## src/rtl/rtds_pkg.sv

```systemverilog
// Shared types and constants for the ready-to-drive sequencer.
// The state encoding is also the telemetry value reported on rtds_state.
package rtds_pkg;

    localparam int BSE_W = 12;

    typedef enum logic [2:0] {
        IDLE         = 3'd0,
        WAIT_RELEASE = 3'd1,
        ARMED        = 3'd2,
        BUZZ         = 3'd3,
        DRIVE        = 3'd4
    } rtds_state_t;

endpackage

```

## src/rtl/rtds_debounce.sv

```systemverilog
// Start-button conditioning: 2-FF synchronizer, stability-count debouncer,
// and a one-cycle pulse on each debounced 0->1 transition.
module rtds_debounce #(
    parameter int DEBOUNCE_CYCLES = 500_000
) (
    input  logic clk,
    input  logic rst,
    input  logic din,
    output logic dout,
    output logic rise
);

    localparam int CW = $clog2(DEBOUNCE_CYCLES + 1);
    localparam logic [CW-1:0] CNT_LAST = CW'(DEBOUNCE_CYCLES - 1);

    logic          sync1_q, sync2_q;
    logic [CW-1:0] cnt_q, cnt_d;
    logic          db_q, db_d;
    logic          rise_q, rise_d;

    always_ff @(posedge clk or posedge rst) begin
        if (rst) begin
            sync1_q <= 1'b0;
            sync2_q <= 1'b0;
            cnt_q   <= '0;
            db_q    <= 1'b0;
            rise_q  <= 1'b0;
        end else begin
            sync1_q <= din;
            sync2_q <= sync1_q;
            cnt_q   <= cnt_d;
            db_q    <= db_d;
            rise_q  <= rise_d;
        end
    end

    // The count only runs while the synchronized input disagrees with the
    // debounced level; any agreement restarts the stability window.
    always_comb begin
        db_d   = db_q;
        cnt_d  = '0;
        rise_d = 1'b0;
        if (sync2_q != db_q) begin
            if (cnt_q == CNT_LAST) begin
                db_d   = sync2_q;
                rise_d = sync2_q;
            end else begin
                cnt_d = cnt_q + 1'b1;
            end
        end
    end

    assign dout = db_q;
    assign rise = rise_q;

endmodule

```

## src/rtl/rtds_sequencer.sv

```systemverilog
// Ready-to-drive sequencer: gates drive enable behind SDC, brake and a
// debounced start press, sounding the buzzer for a fixed time first.
module rtds_sequencer
    import rtds_pkg::*;
#(
    parameter logic [BSE_W-1:0] BRAKE_THRESHOLD = 12'd2,
    parameter int               DEBOUNCE_CYCLES = 500_000,
    parameter int               BUZZER_CYCLES   = 100_000_000
) (
    input  logic             clk,
    input  logic             rst,
    input  logic             SDC_final,
    input  logic [BSE_W-1:0] BSE,
    input  logic             start_button,
    output logic             brake_light,
    output logic             speaker,
    output logic             ready_to_drive,
    output logic [2:0]       rtds_state
);

    localparam int BW = $clog2(BUZZER_CYCLES + 1);
    localparam logic [BW-1:0] BUZZ_LAST = BW'(BUZZER_CYCLES - 1);

    logic          sdc_meta_q, sdc_s_q;
    logic          btn_db, btn_rise;
    logic          brake_on;
    rtds_state_t   state_q, state_d;
    logic [BW-1:0] buzz_cnt_q, buzz_cnt_d;
    logic          brake_light_q, speaker_q, rtd_q;

    rtds_debounce #(
        .DEBOUNCE_CYCLES(DEBOUNCE_CYCLES)
    ) u_btn_debounce (
        .clk (clk),
        .rst (rst),
        .din (start_button),
        .dout(btn_db),
        .rise(btn_rise)
    );

    assign brake_on = (BSE > BRAKE_THRESHOLD);

    always_ff @(posedge clk or posedge rst) begin
        if (rst) begin
            sdc_meta_q    <= 1'b0;
            sdc_s_q       <= 1'b0;
            state_q       <= IDLE;
            buzz_cnt_q    <= '0;
            brake_light_q <= 1'b1;
            speaker_q     <= 1'b1;
            rtd_q         <= 1'b0;
        end else begin
            sdc_meta_q    <= SDC_final;
            sdc_s_q       <= sdc_meta_q;
            state_q       <= state_d;
            buzz_cnt_q    <= buzz_cnt_d;
            brake_light_q <= ~brake_on;
            speaker_q     <= (state_d != BUZZ);
            rtd_q         <= (state_d == DRIVE);
        end
    end

    always_comb begin
        state_d = state_q;
        case (state_q)
            IDLE:         if (sdc_s_q) state_d = WAIT_RELEASE;
            WAIT_RELEASE: if (!btn_db) state_d = ARMED;
            ARMED:        if (btn_rise && brake_on) state_d = BUZZ;
            BUZZ:         if (buzz_cnt_q == BUZZ_LAST) state_d = DRIVE;
            DRIVE:        state_d = DRIVE;
            default:      state_d = IDLE;
        endcase
        // An open shutdown circuit overrides everything else.
        if (!sdc_s_q) state_d = IDLE;
    end

    always_comb begin
        buzz_cnt_d = '0;
        if (state_q == BUZZ && state_d == BUZZ) buzz_cnt_d = buzz_cnt_q + 1'b1;
    end

    assign brake_light    = brake_light_q;
    assign speaker        = speaker_q;
    assign ready_to_drive = rtd_q;
    assign rtds_state     = state_q;

endmodule

```

## config.mk

```make
export PLATFORM = sky130hd
export DESIGN_NAME = rtds_sequencer
export DESIGN_NICKNAME = d
export VERILOG_FILES = /design/src/rtl/rtds_pkg.sv /design/src/rtl/rtds_debounce.sv /design/src/rtl/rtds_sequencer.sv
export SDC_FILE = /design/constraint.sdc
export NUM_CORES = 1
export LEC_CHECK = 0
export ABC_AREA = 1
export BUFFER_PORTS_ARGS = -buffer_cell sky130_fd_sc_hd__buf_2
export CORE_AREA = 2 2 83 85
export DETAILED_ROUTE_END_ITERATION = 6
export DIE_AREA = 0 0 85 87
export GPL_TIMING_DRIVEN = 0
export MAX_ROUTING_LAYER = met4
export PLACE_DENSITY_LB_ADDON = 0.05
export SYNTH_ARGS = -nofsm -noshare
export SYNTH_HDL_FRONTEND = slang
export SYNTH_SLANG_ARGS = --single-unit
```

## constraint.sdc

```tcl
create_clock -name clk -period 2.96 [get_ports clk]
set_input_delay 0.296 -clock clk [delete_from_list [all_inputs] [get_ports clk]]
set_output_delay 0.296 -clock clk [all_outputs]
set_load 0.02 [all_outputs]
```

==> results.md <==
- Gr ovfl total: 0
- Final TNS setup: 0 ns
- Detailed-route DRC error count: 0
- YS warnings: 0
- CP startpoint kind: flip-flop
- Maximum vdd drop: 0.282 mV
- Vias in the first global route: 2565
- Crit path top cell by count: nor2_1
- Leak Pwr: 1.55 nW
- Netlist cell types: 31
- # diodes: 0
- Post-DP HPWL: 4990 um
- Number of port buffers: 21
- Worst setup startpoint: u_btn_debounce.cnt_q[0]
- Clk sinks: 58
- Via count: 2583
- Detailed Route Iter0 Violations: 88
- Hold_ws: 0.0629 ns
- Clock Tree Root: clkbuf_8
- Power Dens Cells: 488 mW/mm^2
- DR WL/cell: 13.1 um
- Routed WL: 6800 um
- Slew headroom: 64.9%
- Synthesized instance count: 402
- Starting Density: 48.2%
- Final GP Congestion: 0.921
- Worst-margin pin slew: 0.526 ns
- Post-CTS Resized: 0
- Setup Crit Path Kind: reg -> reg
- Die X: 85 um
- H-Tree Depth: 3
- Total I/O pin count: 22
- Hold Path Class: in -> reg
- Maximum capacitance violations: 0
- Die Y: 87 um
- Fin. max-slew vios: 0
- Mapped Area: 0.00317 mm^2
- Num CTS Buffers: 9
- Min Tclk post-route: 2.05 ns
- Rows: 30
- CTS tree: done
- Syn avg cell area: 7.88 um^2
- Sequential element share of the synthesized area: 45.9%
- Initial antenna violation count: 0
- Area grow syn2layout: 14.6%
- Critical path's top delay family: simple AND/OR/NAND/NOR gates
- Global-route wire length before repair: 11500 um
- Clock slew at reported path FFs: 0.07 ns
- RSZ-0062 raised after global routing: false
- Worst Path Buf+Inv: 0
- Antenna viol nets, final: 0
- Max FO, Critical Path: 6
- Via density: 4.96
- Critical-path top delay cell: dfrtp_1
- Drt first pass iters: 4
- Fin nets: 454
- Final period util: 69.2%
- Overall power: 1.77 mW
- CTS Buffer Depth: 2
- Clock skew: 0.00914 ns
- Run status: finished clean
- CP Cell Sequence: ha_1 -> nand2_1 -> nor2_1 -> nand2_1 -> nor2_1 -> a31o_2 -> nand3_1 -> nor2_1
- Endpoints failing hold: 0
- Post-layout util: 55.3%
- Skew-Pair Late Insertion Delay: 0.34 ns
- Total GRT Usage: 20.4%
- CP required: 3.23 ns
- Core area: 0.00657 mm^2
- Fillers: 628
- Worst r2r src: u_btn_debounce.cnt_q[0]
- Crit path DAT: 2.31 ns
- Die footprint: 0.00740 mm^2
- Post-synthesis register bit count: 58
- Fraction of layout cells with a size suffix above 1: 14.5%
- Hold path startpoint: SDC_final
- FMAX: 489 MHz
- Largest net degree at the start of global routing: 45
- Setup crit end kind: flip-flop
- Crit path largest cell delay: 0.43 ns
- Syn Nets: 420
- Final setup viols: 0
==> repair_timing <==
item,4_1_cts,5_1_grt
endpoints found under the hold margin,13,0
hold buffers,1,0
buffers inserted,0,0
==> final timing paths <==
kind                                       endpoint  slack (ns)  depth (start not counted)
min in group asynchronous   u_btn_debounce.cnt_q[9]        0.47                          3
min                                      sdc_meta_q        0.06                          1
max in group asynchronous                   speaker        1.92                          4
min reg2reg                                 sdc_s_q        0.35                          0
max reg2reg                u_btn_debounce.cnt_q[16]        0.91                          8
max                        u_btn_debounce.cnt_q[16]        0.91                          8
==> logic make-up after synthesis <==
| kind of cell | Yosys count | synth area share [%] |
|---|---|---|
| adders and majority gates | 2 | 0.790 |
| AOI/OAI and AO/OA | 13 | 2.25 |
| and+or+nand+nor | 239 | 34.7 |
| buffers and inverters | 57 | 7.27 |
| xor gates and xnor gates | 33 | 9.13 |
| DFF | 58 | 45.9 |
==> layout by cell type, fill, tap and decap left out, types with 2 or more instances in the layout <==
cell	instances
nor2_1	80
nand2_1	76
dfrtp_1	56
inv_1	49
xor2_1	27
nand3_1	23
buf_2	22
nor3_1	21
nand4_1	14
nor2_2	11
clkbuf_8	10
a21oi_1	8
xnor2_1	6
clkbuf_1	3
o21ai_0	3
nor4_1	2
nor3b_1	2
inv_2	2
nor2_4	2
buf_6	2
ha_1	2
dfstp_2	2
bufinv_16	2
clkinv_4	2
==> power breakdown <==
group          internal, mW  switching [mW]
Sequential            0.807         0.00825
Clock                 0.498           0.342
Combinational        0.0359          0.0780
==> worst reg2reg max path, cell delays in order (launching register included) <==
cell and delay (ns):
dfrtp_1 0.43, ha_1 0.26, nand2_1 0.10, nor2_1 0.32, nand2_1 0.20, nor2_1 0.31
a31o_2 0.21, nand3_1 0.06, nor2_1 0.09
==> Yosys cell counts <==
master	n	share of area (%)
and3_1	1	0.20
ha_1	2	0.79
nor2_1	80	9.5
nand2_4	1	0.36
inv_2	1	0.12
and2_1	1	0.20
nor2_4	2	0.71
nand4_1	14	2.8
nor3_4	1	0.51
nand3b_1	1	0.24
nand2_1	76	9.0
a21oi_1	8	1.3
nand2_2	1	0.20
nand4_4	1	0.67
xnor2_1	6	1.7
nand3_1	23	3.6
o21ai_0	3	0.47
nor4_1	2	0.40
buf_2	1	0.16
nor2_2	11	2.2
xor2_1	27	7.5
nor3b_1	2	0.47
dfrtp_1	56	44
nor3_2	1	0.32
a22oi_1	1	0.24
buf_6	2	0.71
a31o_2	1	0.28
clkbuf_1	3	0.36
nor3_1	21	3.3
dfstp_2	2	1.7
inv_1	50	5.9
==> registers in the layout, summed over array words and instances (netlist names) <==
name and flops:
sdc_meta_q 1, u_btn_debounce.sync1_q 1, u_btn_debounce.rise 1, speaker 1
brake_light 1, u_btn_debounce.sync2_q 1, sdc_s_q 1, ready_to_drive 1
u_btn_debounce.cnt_q 19, buzz_cnt_q 27, u_btn_debounce.dout 1, rtds_state 3
==> per-layer routing <==
layer	GRT usage [%]	vias up	part of all wire, %
met5	-	-	0
met4	9.81	0	1.9
met3	3.51	13	3.8
met2	33.6	52	49
met1	24.5	1181	45
li1	-	1337	-
==> stage by stage <==
stage	std cells	area, um^2	worst slack (ns)
final	521	3630	0.913
after global routing	521	3630	0.785
after CTS	521	3630	0.926
after detailed placement	504	3390	0.958
after global placement	503	3370	0.505
after floorplan	402	3170	1.24
==> area by class of cell <==
cell class / count / area [um^2] / share of cell area [%]
Clock buffer: 10 / 138 / 3.79
Sequential cell: 58 / 1450 / 40.1
Timing Repair Buffer: 23 / 135 / 3.72
Buffer: 6 / 38.8 / 1.07
Inverter: 51 / 191 / 5.27
Tap cell: 80 / 100 / 2.76
Multi-Input combinational cell: 287 / 1480 / 40.8
Clock inverter: 6 / 90.1 / 2.48
No activity file was read; power rests on OpenSTA's default activity.
